File: src/rtl/stage_mem_pkg.sv
// ---------------------------------------------------------------------------
// stage_mem_pkg
// Shared definitions for the memory-access pipeline stage:
//   - funct3 load/store size codes (F3_B, F3_H, F3_W, F3_BU, F3_HU)
//   - bus FSM state encoding (S_IDLE, S_BUS)
//   - helpers for legality, misalignment, byte lanes and store replication
// ---------------------------------------------------------------------------
package stage_mem_pkg;

    localparam logic [2:0] F3_B  = 3'b000;
    localparam logic [2:0] F3_H  = 3'b001;
    localparam logic [2:0] F3_W  = 3'b010;
    localparam logic [2:0] F3_BU = 3'b100;
    localparam logic [2:0] F3_HU = 3'b101;

    typedef enum logic {
        S_IDLE = 1'b0,
        S_BUS  = 1'b1
    } state_e;

    // Loads accept all five size codes
    function automatic logic isLdF3(input logic [2:0] f3);
        case (f3)
            F3_B, F3_H, F3_W, F3_BU, F3_HU: return 1'b1;
            default:                        return 1'b0;
        endcase
    endfunction

    // Stores have no unsigned variants
    function automatic logic isStF3(input logic [2:0] f3);
        case (f3)
            F3_B, F3_H, F3_W: return 1'b1;
            default:          return 1'b0;
        endcase
    endfunction

    function automatic logic misAligned(input logic [2:0] f3, input logic [1:0] a);
        case (f3)
            F3_H, F3_HU: return a[0];
            F3_W:        return (a != 2'b00);
            default:     return 1'b0;
        endcase
    endfunction

    // Loads use the same lanes as the equivalent store
    function automatic logic [3:0] laneSel(input logic [2:0] f3, input logic [1:0] a);
        case (f3)
            F3_B, F3_BU: return 4'b0001 << a;
            F3_H, F3_HU: return 4'b0011 << {a[1], 1'b0};
            default:     return 4'hF;
        endcase
    endfunction

    // Replicate the store operand across every lane so the slave can pick
    // its bytes using wbm_sel_o alone
    function automatic logic [31:0] storeData(input logic [2:0] f3, input logic [31:0] d);
        case (f3)
            F3_B:    return {4{d[7:0]}};
            F3_H:    return {2{d[15:0]}};
            default: return d;
        endcase
    endfunction

endpackage

File: src/rtl/stage_mem_load_align.sv
// ---------------------------------------------------------------------------
// stage_mem_load_align
// Combinational load-data aligner: selects the addressed byte/half/word of a
// raw bus word and sign- or zero-extends it to 32 bits. Kept free of any
// state so an instruction-side fetch unit can reuse it.
// Ports:
//   funct3_i  access size/sign code
//   addr_i    low two address bits of the access
//   data_i    raw 32-bit bus word
//   data_o    aligned and extended result
// ---------------------------------------------------------------------------
module stage_mem_load_align
    import stage_mem_pkg::*;
(
    input  logic [2:0]  funct3_i,
    input  logic [1:0]  addr_i,
    input  logic [31:0] data_i,
    output logic [31:0] data_o
);

    logic [7:0]  byteVal;
    logic [15:0] halfVal;

    // Pick the addressed lane, then extend according to the size code
    always_comb begin
        byteVal = data_i[{addr_i, 3'b000} +: 8];
        halfVal = data_i[{addr_i[1], 4'b0000} +: 16];
        case (funct3_i)
            F3_B:    data_o = {{24{byteVal[7]}}, byteVal};
            F3_H:    data_o = {{16{halfVal[15]}}, halfVal};
            F3_BU:   data_o = {24'h000000, byteVal};
            F3_HU:   data_o = {16'h0000, halfVal};
            default: data_o = data_i;
        endcase
    end

endmodule

File: src/rtl/stage_mem.sv
// ---------------------------------------------------------------------------
// stage_mem
// Memory-access stage between EX and WB. Runs loads and stores as
// Wishbone-classic cycles, stalls the pipeline while a cycle is outstanding,
// aligns/extends load data and flags misalignment and bus errors.
// Parameters:
//   BUS_TIMEOUT  cycles allowed for ack/err before a forced bus error (0 = off)
// Ports:
//   clk_i, rst_i               clock, asynchronous active-low reset
//   valid_i, kill_i            instruction present / flush from WB
//   is_ld_mem_i, is_st_mem_i   load / store qualifiers
//   funct3_i, addr_i, st_data_i access size, effective address, store operand
//   ld_data_o                  aligned load data for WB
//   mem_addr_o                 address of current/last access
//   e_ld_addr_mis_o, e_st_addr_mis_o, e_bus_err_o  exception flags
//   stall_o                    hold IF..MEM pipeline registers
//   wbm_*                      Wishbone-classic master interface
// ---------------------------------------------------------------------------
module stage_mem
    import stage_mem_pkg::*;
#(
    parameter int BUS_TIMEOUT = 255
) (
    input  logic        clk_i,
    input  logic        rst_i,
    input  logic        valid_i,
    input  logic        kill_i,
    input  logic        is_ld_mem_i,
    input  logic        is_st_mem_i,
    input  logic [2:0]  funct3_i,
    input  logic [31:0] addr_i,
    input  logic [31:0] st_data_i,
    output logic [31:0] ld_data_o,
    output logic [31:0] mem_addr_o,
    output logic        e_ld_addr_mis_o,
    output logic        e_st_addr_mis_o,
    output logic        e_bus_err_o,
    output logic        stall_o,
    output logic [31:0] wbm_adr_o,
    output logic [31:0] wbm_dat_o,
    output logic [3:0]  wbm_sel_o,
    output logic        wbm_we_o,
    output logic        wbm_cyc_o,
    output logic        wbm_stb_o,
    input  logic [31:0] wbm_dat_i,
    input  logic        wbm_ack_i,
    input  logic        wbm_err_i
);

    localparam int CNT_W_RAW = $clog2(BUS_TIMEOUT + 1);
    localparam int CNT_W     = (CNT_W_RAW < 1) ? 1 : CNT_W_RAW;
    localparam int TO_LAST_I = (BUS_TIMEOUT > 0) ? BUS_TIMEOUT - 1 : 0;
    localparam logic [CNT_W-1:0] TO_LAST = CNT_W'(TO_LAST_I);
    localparam logic TO_EN = (BUS_TIMEOUT != 0);

    state_e            state_q, state_d;
    logic [CNT_W-1:0]  cnt_q, cnt_d;
    logic              cyc_q, cyc_d;
    logic              we_q, we_d;
    logic [31:0]       adr_q, adr_d;
    logic [31:0]       dat_q, dat_d;
    logic [3:0]        sel_q, sel_d;
    logic [31:0]       memAddr_q, memAddr_d;
    logic [2:0]        funct3_q, funct3_d;
    logic [31:0]       ldHold_q, ldHold_d;
    logic              busErr_q, busErr_d;
    logic              killed_q, killed_d;

    logic              ldOk, stOk, misAlign, start, timeout, killNow, stall;
    logic [31:0]       alignedData, ldData;

    // Unsupported size codes are neither legal nor misaligned, so they
    // silently never start an access
    assign ldOk     = is_ld_mem_i & isLdF3(funct3_i);
    assign stOk     = is_st_mem_i & isStF3(funct3_i);
    assign misAlign = misAligned(funct3_i, addr_i[1:0]);
    assign start    = (state_q == S_IDLE) & valid_i & (ldOk | stOk) & ~misAlign & ~kill_i;
    assign timeout  = TO_EN & (cnt_q == TO_LAST);

    assign e_ld_addr_mis_o = valid_i & ldOk & misAlign;
    assign e_st_addr_mis_o = valid_i & stOk & misAlign;

    stage_mem_load_align uAlign (
        .funct3_i (funct3_q),
        .addr_i   (memAddr_q[1:0]),
        .data_i   (wbm_dat_i),
        .data_o   (alignedData)
    );

    // Next-state logic. Error beats ack, ack beats the watchdog. A kill seen
    // at any point of the bus cycle is remembered so the completion can drop
    // load data and error reporting even if kill_i was only a pulse.
    always_comb begin
        state_d   = state_q;
        cnt_d     = cnt_q;
        cyc_d     = cyc_q;
        we_d      = we_q;
        adr_d     = adr_q;
        dat_d     = dat_q;
        sel_d     = sel_q;
        memAddr_d = memAddr_q;
        funct3_d  = funct3_q;
        ldHold_d  = ldHold_q;
        busErr_d  = 1'b0;
        killed_d  = killed_q;
        killNow   = killed_q | kill_i;
        ldData    = ldHold_q;
        stall     = 1'b0;

        case (state_q)
            S_IDLE: begin
                if (start) begin
                    state_d   = S_BUS;
                    cnt_d     = '0;
                    cyc_d     = 1'b1;
                    we_d      = is_st_mem_i;
                    adr_d     = {addr_i[31:2], 2'b00};
                    sel_d     = laneSel(funct3_i, addr_i[1:0]);
                    dat_d     = storeData(funct3_i, st_data_i);
                    memAddr_d = addr_i;
                    funct3_d  = funct3_i;
                    killed_d  = 1'b0;
                    stall     = 1'b1;
                end
            end
            S_BUS: begin
                if (wbm_err_i) begin
                    state_d  = S_IDLE;
                    cyc_d    = 1'b0;
                    we_d     = 1'b0;
                    busErr_d = ~killNow;
                end else if (wbm_ack_i) begin
                    state_d = S_IDLE;
                    cyc_d   = 1'b0;
                    we_d    = 1'b0;
                    if (!we_q && !killNow) begin
                        ldData   = alignedData;
                        ldHold_d = alignedData;
                    end
                end else if (timeout) begin
                    state_d  = S_IDLE;
                    cyc_d    = 1'b0;
                    we_d     = 1'b0;
                    busErr_d = ~killNow;
                end else begin
                    cnt_d    = cnt_q + CNT_W'(1);
                    killed_d = killNow;
                    stall    = 1'b1;
                end
            end
            default: state_d = S_IDLE;
        endcase
    end

    // State and registered outputs; reset drops cyc/stb immediately
    always_ff @(posedge clk_i or negedge rst_i) begin
        if (!rst_i) begin
            state_q   <= S_IDLE;
            cnt_q     <= '0;
            cyc_q     <= 1'b0;
            we_q      <= 1'b0;
            adr_q     <= '0;
            dat_q     <= '0;
            sel_q     <= '0;
            memAddr_q <= '0;
            funct3_q  <= '0;
            ldHold_q  <= '0;
            busErr_q  <= 1'b0;
            killed_q  <= 1'b0;
        end else begin
            state_q   <= state_d;
            cnt_q     <= cnt_d;
            cyc_q     <= cyc_d;
            we_q      <= we_d;
            adr_q     <= adr_d;
            dat_q     <= dat_d;
            sel_q     <= sel_d;
            memAddr_q <= memAddr_d;
            funct3_q  <= funct3_d;
            ldHold_q  <= ldHold_d;
            busErr_q  <= busErr_d;
            killed_q  <= killed_d;
        end
    end

    assign ld_data_o   = ldData;
    assign mem_addr_o  = memAddr_q;
    assign e_bus_err_o = busErr_q;
    assign stall_o     = stall;
    assign wbm_adr_o   = adr_q;
    assign wbm_dat_o   = dat_q;
    assign wbm_sel_o   = sel_q;
    assign wbm_we_o    = we_q;
    assign wbm_cyc_o   = cyc_q;
    assign wbm_stb_o   = cyc_q;

endmodule

File: config.mk
export PLATFORM = sky130hd
export DESIGN_NAME = stage_mem
export DESIGN_NICKNAME = d
export VERILOG_FILES = /design/src/rtl/stage_mem_pkg.sv /design/src/rtl/stage_mem_load_align.sv /design/src/rtl/stage_mem.sv
export SDC_FILE = /design/constraint.sdc
export NUM_CORES = 1
export LEC_CHECK = 0
export ABC_AREA = 1
export CAP_MARGIN = 20
export CORE_MARGIN = 5
export CORE_UTILIZATION = 30
export CTS_CLUSTER_DIAMETER = 150
export CTS_CLUSTER_SIZE = 12
export DETAILED_ROUTE_END_ITERATION = 8
export PLACE_DENSITY = 0.65
export SETUP_SLACK_MARGIN = 0.15
export SYNTH_ARGS = -nofsm -noshare
export SYNTH_HDL_FRONTEND = slang
export SYNTH_HIERARCHICAL = 1
export SYNTH_SLANG_ARGS = --single-unit
File: constraint.sdc
create_clock -name clk_i -period 2.65 [get_ports clk_i]
set_input_delay 0.3975 -clock clk_i [delete_from_list [all_inputs] [get_ports clk_i]]
set_output_delay 0.3975 -clock clk_i [all_outputs]
set_load 0.01 [all_outputs]
Word level (Yosys, flattened, before mapping):

Cells that the tools add are included.
Widths: inputs -> output; s select.

* register bits: 146
* input bits: 107
* output and inout bits: 139
* word-level logic and storage cells: 95

* add/subtract/negate cells: 1
* equality and inequality tests: 13
* shift-type cells: 4
* muxes and demuxes: 36
* bitwise gates (word level): 16
* reductions and logical operators: 13

Operators with widths (number)
* $mux 32: 4
* $pmux 32 s4: 1
* $pmux 32 s2: 1
* $mux 8: 4
* $shiftx 32x6->16: 1
* $shiftx 32x6->8: 1
* $mux 1: 19
* $pmux 8 s2: 1
* $eq 3x3->1 const B: 4
* $and 1x1->1: 10
* $pmux 1 s2: 5
* $add 8x1->8 const B: 1
* $eq 8x8->1 const B: 1
* $ne 2x2->1 const B: 4
* $pmux 4 s2: 1
* $eq 3x1->1 const B: 2
* $logic_not 3->1: 2
* $reduce_or 5->1: 1
* $ne 4x3->1 const B: 1
* $not 1->1: 4
* $reduce_and 2->1: 2
* $reduce_and 4->1: 1
* $reduce_or 2->1: 2
* $shl 1x2->4 const A: 1
* 7 further kinds: 9

Longest topological paths before layout:

Gate-level depths: netlist of run 1.

* word-level depth: 10
* depth in mapped cells: 12
* mapped depth without buffers: 11

Modules after synthesis:

Netlist of run 1, hierarchy kept.

Modules (own cells, without submodules)
* stage_mem: times used 1, cells each 671, area each 5373.9 um^2, sequential area each 2902.8 um^2
* stage_mem_load_align: times used 1, cells each 202, area each 932.1 um^2, sequential area each 0.0 um^2

Worst setup path after synthesis of run 1:

No wires, ideal clock.

* kind: register -> output
* start: reg memAddr_q[1], in the netlist mem_addr_o[1]
* end: out ld_data_o[14]
* arrival time: 1316 ps
* slack: 936 ps
* stages on the path, launching flop included: 10
* path buffers: 2
* path through: dfrtp_1 > buf_6 > inv_4 > buf_4 > nand2_1 > nand2_1 > a21oi_1 > a21oi_2 > nand3_1 > nand2_1

* longest elaborated chain between the ends: 6

RTL lines
* from (decl): line stage_mem.sv:63 `logic [31:0] memAddr_q, memAddr_d;`
* from (signal assigned): line stage_mem.sv:178 `memAddr_q <= memAddr_d;`
* $shiftx 32x6->16 / $shiftx 32x6->8 (equally long branches): line stage_mem_load_align.sv:27, stage_mem_load_align.sv:26
* $pmux 32 s4 (*): line stage_mem_load_align.sv:28 `case (funct3_i)`
* named net alignedData[14]: line stage_mem.sv:70 `logic [31:0] alignedData, ldData;`
* $mux 32 (*) (4 in a row)
* to (decl): line stage_mem.sv:33 `output logic [31:0] ld_data_o,`

The timed path passes the listed nets; every way through them passes the cells marked *.

Worst setup path in the final report of run 1:

* start: reg memAddr_q[1], in the netlist mem_addr_o[1]
* end: out ld_data_o[30]

The elaborated chain is that of the path after synthesis.

==> impl.org, run 1 <==
** Status
- The flow ran to the end, and the final reports show no timing, DRC or antenna violations.

** Yosys
- After synthesis, the netlist uses 32 different library cells.
- Avg Cell Area, Syn :: 7.22 um^2
- By instance count, the leading cell after synthesis is sky130_fd_sc_hd__nand2_1.
- Share of the yosys chip area belonging to registers :: 46.0%
- The top cell type by area accounts for 46.0% of the synthesized area.
- In the synthesized netlist the dominant register cell turns out to be sky130_fd_sc_hd__dfrtp_1.
- Of all cell types, the one taking the most synthesized area is sky130_fd_sc_hd__dfrtp_1.
- The cell count after synthesis came out at 873.
- Syn. warnings :: 6
- Leading post-synthesis cells by cell area :: sky130_fd_sc_hd__dfrtp_1 (46%), sky130_fd_sc_hd__nand2_1 (26%), sky130_fd_sc_hd__nand3_1 (7.0%)
- Number of flops mapped to enable cells by yosys :: 0
- Synthesis-stage register bit count :: about 120
- The synthesized netlist occupies a cell area of 0.00631 mm^2.
- Of all flip-flops after synthesis, the portion carrying an async set or reset was between 90% and 100%.
- Most frequent cells after synthesis :: sky130_fd_sc_hd__nand2_1 (431), sky130_fd_sc_hd__dfrtp_1 (116), sky130_fd_sc_hd__nand3_1 (88)

** Final layout
- The area growth from synthesis to layout is 50.9%.
- The number of antenna diodes in the final layout is 0.
- Core Util, Final :: 45.5%
- For this run, the post-layout net count is 1,208.
- Share of cells above drive strength 1 :: 12.5%

** Detailed routing
- DRC violation total after the first TritonRoute iteration :: 257
- Number of nets with antenna violations after routing :: 0
- Number of optimization iterations in the first detailed-route pass :: 4
- In the routed layout, each cell is associated on average with a via count of 4.56.
- After detailed routing, the average wire length per cell comes to 15.1 um.
- Via count of the routed design :: 6,322
- Final routed DRC violation total :: 0
- Total routed wirelength :: 20.9 mm

** Global route
- Global routing consumed, over all layers together, between 10% and 20% of the routing resources.
- Largest net degree at the start of global routing :: 101
- Congestion Overflow GR :: 0
- The first global-routing pass estimated around 33 mm of wire.
- Number of global-route vias before repair :: 6,345
- Antenna violations before repair :: 1

** STA
- Period utilisation layout :: 93.3%
- At the pin with the least slew margin, the transition time is 501 ps.
- On the final layout, the worst clock skew is between 10 and 15 ps.
- Count of final hold-check violations :: 0
- Static timing analysis puts the maximum clock frequency at ~400 MHz.
- Setup repair after global routing could not meet its margin everywhere.
- # setup viols final :: 0
- The final number of max-transition violations was 0.
- Crit path time final :: 2470 ps
- The worst pin sits at a relative slew slack of 66.6%.

** Floorplan
- For this configuration, the core starts out at a cell density of 30.2%.
- Core Box Area :: 0.0209 mm^2
- Std-Cell Rows :: 53
- The die covers 0.0240 mm^2.
- Die Y :: 155 um
- I/O pin total :: 246
- Measured along the x axis, the die boundary spans 155 um.

** Placed design
- Half-perimeter wire length after placement :: approximately 15 mm
- Number of buffers added on ports :: around 240
- Routability congestion estimate :: 0.894

** Worst setup path
- Data on the critical path is required at its endpoint by 2250 ps.
- Type of element capturing the critical path :: output port
- Worst setup path class :: reg -> out
- Kind of start point of the critical path :: flip-flop
- CP max FO :: 12
- Data arrival time of the critical path :: between 2000 and 2500 ps

** Clock network
- The cell sitting at the root of the clock tree is a sky130_fd_sc_hd__clkbuf_16.
- After clock tree synthesis, the clock-pin slew on the worst setup and hold paths is 60 ps.
- TritonCTS built the clock tree.
- Sinks on Clock Net :: 116
- The H-tree generated during clock tree synthesis spans 4 levels.
- Maximum clock insertion buffer count :: 2
- Number of clock buffers inserted by TritonCTS :: 17
- Worst-Skew Late Latency :: 420 ps

** Hold path
- Min-Delay Path Class :: reg -> reg

** Power
- Across the VDD grid, the largest voltage drop is a little over 0.4 mV.
- Leak :: 4.85 nW
- Power comes to 7.51 mW.
- In this run the power density over the cells is 789 mW/mm^2.

** Job
- Max-cap violations in this run came to 0.
-- what timing repair did --
action | 4_1_cts | 5_1_grt
pin swaps | 2 | 1
hold buffers | 1 | 0
resized for setup | 50 | 62
buffers inserted | 6 | 3
cloned | 1 | 0
hold endpoints to repair | 32 | 0
setup endpoints to repair | 33 | 29
-- through the flow --
step	hold WS, ps	cells	TNS [ps]	instance area [um^2]	setup WS [ps]
finish	461	1387	0	9510	177
floorplan	102	874	0	6310	936
CTS	466	1384	0	9550	58.7
global placement	398	1344	-213	8890	-68.5
detailed placement	398	1344	-560	8890	-77.3
global route	487	1387	0	9510	80.9
-- worst max-delay path, stage by stage, from the launching register on --
cell and delay [ps]:
sky130_fd_sc_hd__dfrtp_2 470, sky130_fd_sc_hd__buf_4 170, sky130_fd_sc_hd__nand2_1 100, sky130_fd_sc_hd__nand3_2 100
sky130_fd_sc_hd__nand2_4 140, sky130_fd_sc_hd__nand2_8 120, sky130_fd_sc_hd__nand3_1 110, sky130_fd_sc_hd__nand3_1 80
sky130_fd_sc_hd__nand2_1 110, sky130_fd_sc_hd__dlygate4sd2_1 280
-- sequential cells by signal, indices dropped and copies added, names as in the netlist --
| name | cells |
|---|---|
| wbm_dat_o | 32 |
| killed_q | 1 |
| state_q | 1 |
| mem_addr_o | 32 |
| wbm_cyc_o | 1 |
| funct3_q | 3 |
| wbm_sel_o | 4 |
| e_bus_err_o | 1 |
| ldHold_q | 32 |
| wbm_we_o | 1 |
| cnt_q | 8 |
-- cell type report --
type,instances,area [um^2]
clock buffer,18,439
clock inverter,14,129
fill,2111,11400
inverter,48,203
multi-input combinational,637,2810
sequential,116,2910
tap,275,344
timing repair buffer,279,2680
-- cell families (layout without fill, tap and decap cells) --
group | after synthesis | after routing | share of synthesized area (%)
AO/OA/AOI/OAI | 49 | 49 | 4.31
AND/OR/NAND/NOR | 581 | 582 | 37.9
buffers and inverters | 122 | 359 | 11.1
XOR/XNOR | 2 | 2 | 0.278
other | 1 | 2 | 0.0595
flip-flops | 116 | 116 | 46.0
adder cells (fa/ha/maj) | 2 | 2 | 0.397
-- final timing paths --
kind | from | to | slack [ps] | cells after the start
hold / removal | ldHold_q[23] | ldHold_q[23] | 460 | 2
min in group asynchronous | rst_i | mem_addr_o[31] | 490 | 2
hold reg to reg | ldHold_q[23] | ldHold_q[23] | 460 | 2
max in group asynchronous | rst_i | funct3_q[1] | 1510 | 3
setup / recovery | mem_addr_o[1] | ld_data_o[30] | 180 | 9
setup reg to reg | state_q | mem_addr_o[11] | 880 | 8
-- layer usage --
layer	routed length, um	part of all wire [%]	GRT usage [%]	vias to the layer above
met5	11	0.053	0	-
met4	398	1.9	6.06	2
met3	2070	9.9	6.82	24
met2	9650	46	27.4	230
met1	8770	42	21.9	2929
li1	-	-	-	3137
-- power breakdown --
group | internal [mW] | switching, mW | total [mW] | leakage (nW)
Clock | 1.32 | 0.892 | 2.21 | 0.261
Combinational | 1.39 | 1.42 | 2.81 | 3.10
Sequential | 2.21 | 0.281 | 2.49 | 1.49
-- placed cells by master (no fill, tap or decap), drive strengths merged --
cell and count:
dlygate4sd2 6, nand2 439, ha 2, clkbuf 44
or2 9, nand4 1, a21oi 21, clkinv 4
a211oi 1, o21ai 25, xor2 2, nor2 38
nor3 4, buf 36, dfrtp 116, clkinvlp 6
inv 51, conb 2, clkdlybuf4s15 1, bufinv 1
dlymetal6s2s 1, clkdlybuf4s50 208, nand3 90, dlygate4sd3 1
o21a 1, nor3b 1, o21bai 1
Note: power is estimated with default switching activity, not from simulation.
==> run 2: changes to the inputs <==
SKIP_CTS_REPAIR_TIMING = 1   (was unset)
==> impl.org, run 2 (synthesis gave the netlist of run 1 again) <==
** Status
- Result of the run :: completed

** Global route
- Global routing used 26.8% of the available met2 tracks.
- Antenna violations before repair :: 1
- Largest net degree at the start of global routing :: 101
- For met3 alone, demand over resource in global routing was 6.82%.
- Global-route wire length before repair :: approximately 33 mm
- Global-route met1 utilization :: 21.8%
- GR Util All Layers :: 17.2%
- The global routing stage identified its most utilized layer as met2.
- For this run the aggregate overflow at the end of global routing stands at 0.
- Number of global-route vias before repair :: 6,286

** STA
- The number of hold violations in the final report came to 0.
- Setup total negative slack on the finished layout was measured at 0 ps.
- Period utilisation layout :: 90.9%
- Derived from the worst setup path, the maximum achievable clock frequency is 415 MHz.
- Rel. slew slack :: roughly two thirds
- Setup slack on the critical path of the routed design comes to between 200 and 250 ps.
- Crit path time final :: 2410 ps
- Setup skew after layout :: 8.52 ps
- At the pin with the least slew margin, the transition time is 508 ps.
- Final slew viol count :: 0
- RSZ-0062 raised after global routing :: yes
- # setup viols final :: 0

** Power
- Of the total power, registers draw 32.7%.
- For this design the static power due to leakage is 5.30 nW.
- Fraction of power consumed by the clock network :: 28.9%
- Internal power :: 5.04 mW
- For this design the total switching power over the nets is 2.60 mW.
- Across the VDD grid, the largest voltage drop is ~0.41 mV.
- Switching part of the total :: 34.0%
- Power spread over the standard cell area amounts to approximately 780 mW/mm^2.
- Part of the total power dissipated in combinational logic :: around two fifths

** Clock network
- Worst-Skew Late Latency :: 410 ps
- Post-CTS clock slew at the launch and capture registers of the worst setup and hold paths :: approximately 50 ps
- CTS H-Tree Depth :: 4
- Counting the buffers created by CTS gives 17.
- Clock tree root buffer cell :: sky130_fd_sc_hd__clkbuf_16
- The clock net in this run drives a total of around 120 sinks.
- The clock passes through at most 2 buffers.
- TritonCTS built the clock tree.

** Final layout
- The library cells used most frequently in the layout, excluding fill and tap cells, are sky130_fd_sc_hd__nand2_1 (427), sky130_fd_sc_hd__clkdlybuf4s50_1 (208), sky130_fd_sc_hd__dfrtp_1 (112).
- Share of cells above drive strength 1 :: 10.5%
- The repair_antennas step left the layout with diodes totalling 0.
- Commonest non-fill, non-tap cell in the layout :: sky130_fd_sc_hd__nand2_1
- After the last flow step, the layout net total stands at 1,210.
- Number of filler cells placed in the layout :: around 2,100
- Post-synthesis to final-layout area growth :: 54.6%

** Placed design
- The congestion estimate from routability-driven global placement came to 0.894.
- Half-perimeter wire length after placement :: 15.4 mm
- Buffers placed on the I/O ports in this run total between 200 and 250.
- OpenSTA, run right after detailed placement, puts the worst setup slack at -77.3 ps.

** Floorplan
- The floorplan has 53 rows.
- In this run the horizontal extent of the chip is 155 um.
- Die Y :: between 150 and 200 um
- In this run the count of I/O pins placed on the die edge is 246.
- The total area inside the core boundary comes to 0.0209 mm^2.
- Starting Density :: 30.2%
- The die covers approximately 0.024 mm^2.

** Detailed routing
- DRC violation total after the first TritonRoute iteration :: a little under 300
- Final routed DRC violation total :: 0
- Number of nets with antenna violations after routing :: 0
- Total routed wirelength :: 21.1 mm
- Number of optimization iterations in the first detailed-route pass :: 4
- Using the TritonRoute via totals, the vias-per-cell ratio works out to 4.53.
- The final route contains 6,286 vias.
- Dividing the detail-routed wire length by the instance count gives around 15 um.

** Hold path
- Min-Delay Path Class :: in -> reg

** Worst setup path
- Data arrival time of the critical path :: 2010 ps
- In this run the worst path has a maximum fanout of 6.
- The worst setup path is launched from a flip-flop.
- Critical Path RT :: around 2300 ps
- Type of element capturing the critical path :: output port
- The critical path is of the reg -> out type.

** Job
- Max-cap violations in this run came to 0.
run 2: power by group through the flow:
stage                     sequential [mW]  combinational, mW  clock [mW]
after detailed placement             2.50               2.82           0
after CTS                            2.49               2.83        2.28
after global routing                 2.56               3.21        2.35
final                                2.50               2.93        2.21
after global placement               2.50               2.80           0
after floorplan                      2.57               1.29           0
run 2: routing by layer:
layer	wire [um]	up-vias
li1	-	3145
met3	2180	21
met2	9750	241
met1	8770	2877
met4	374	2
met5	11	-
run 2: final timing paths:
check                        startpoint             end  slack (ps)  cells after the start
setup / recovery            funct3_q[0]    ld_data_o[5]         240                     11
hold / removal              funct3_i[1]     funct3_q[1]         390                      3
setup reg to reg                state_q  mem_addr_o[11]         880                      8
hold reg to reg            ldHold_q[23]    ldHold_q[23]         460                      2
max in group asynchronous         rst_i     funct3_q[1]        1510                      3
min in group asynchronous         rst_i  mem_addr_o[31]         490                      2
run 2: area by class of cell:
cell class              count  area [um^2]  share of cell area [%]
clock buffers              18          439                    4.50
clock inverters            14          129                    1.32
inverters                  48          205                    2.10
multi-input cells         638         2820                    28.9
flip-flops and latches    116         2910                    29.8
well taps                 275          344                    3.53
repair buffers            279         2900                    29.7
repair inverters            1         7.51                  0.0770
run 2: metrics by stage:
stage | hold slack (ps) | area [um^2] | util (%) | total power [mW] | std cells
2_1_floorplan | 102 | 6310 | - | 3.85 | 874
3_3_place_gp | 398 | 8890 | 42.6 | 5.29 | 1344
3_5_place_dp | 398 | 8890 | 42.6 | 5.32 | 1344
4_1_cts | -49.5 | 9460 | 45.3 | 7.60 | 1376
5_1_grt | 391 | 9750 | 46.7 | 8.12 | 1389
6_report | 387 | 9750 | 46.7 | 7.64 | 1389
run 2: worst max-delay path: stages (launching register included):
cell                             delay (ps)
sky130_fd_sc_hd__dfrtp_2                460
sky130_fd_sc_hd__inv_4                  110
sky130_fd_sc_hd__nand2_4                 90
sky130_fd_sc_hd__a21oi_4                250
sky130_fd_sc_hd__buf_6                  130
sky130_fd_sc_hd__nand2_1                 40
sky130_fd_sc_hd__nand2_1                 50
sky130_fd_sc_hd__nand2_1                 50
sky130_fd_sc_hd__inv_1                   60
sky130_fd_sc_hd__nand3_1                 90
sky130_fd_sc_hd__nand2_1                120
sky130_fd_sc_hd__dlymetal6s2s_1         170
==> run 3: changes to the inputs <==
GPL_ROUTABILITY_DRIVEN = 0   (was unset)
==> results of run 3 <==
Final layout, timing and power as in run 2 (identical DEF).
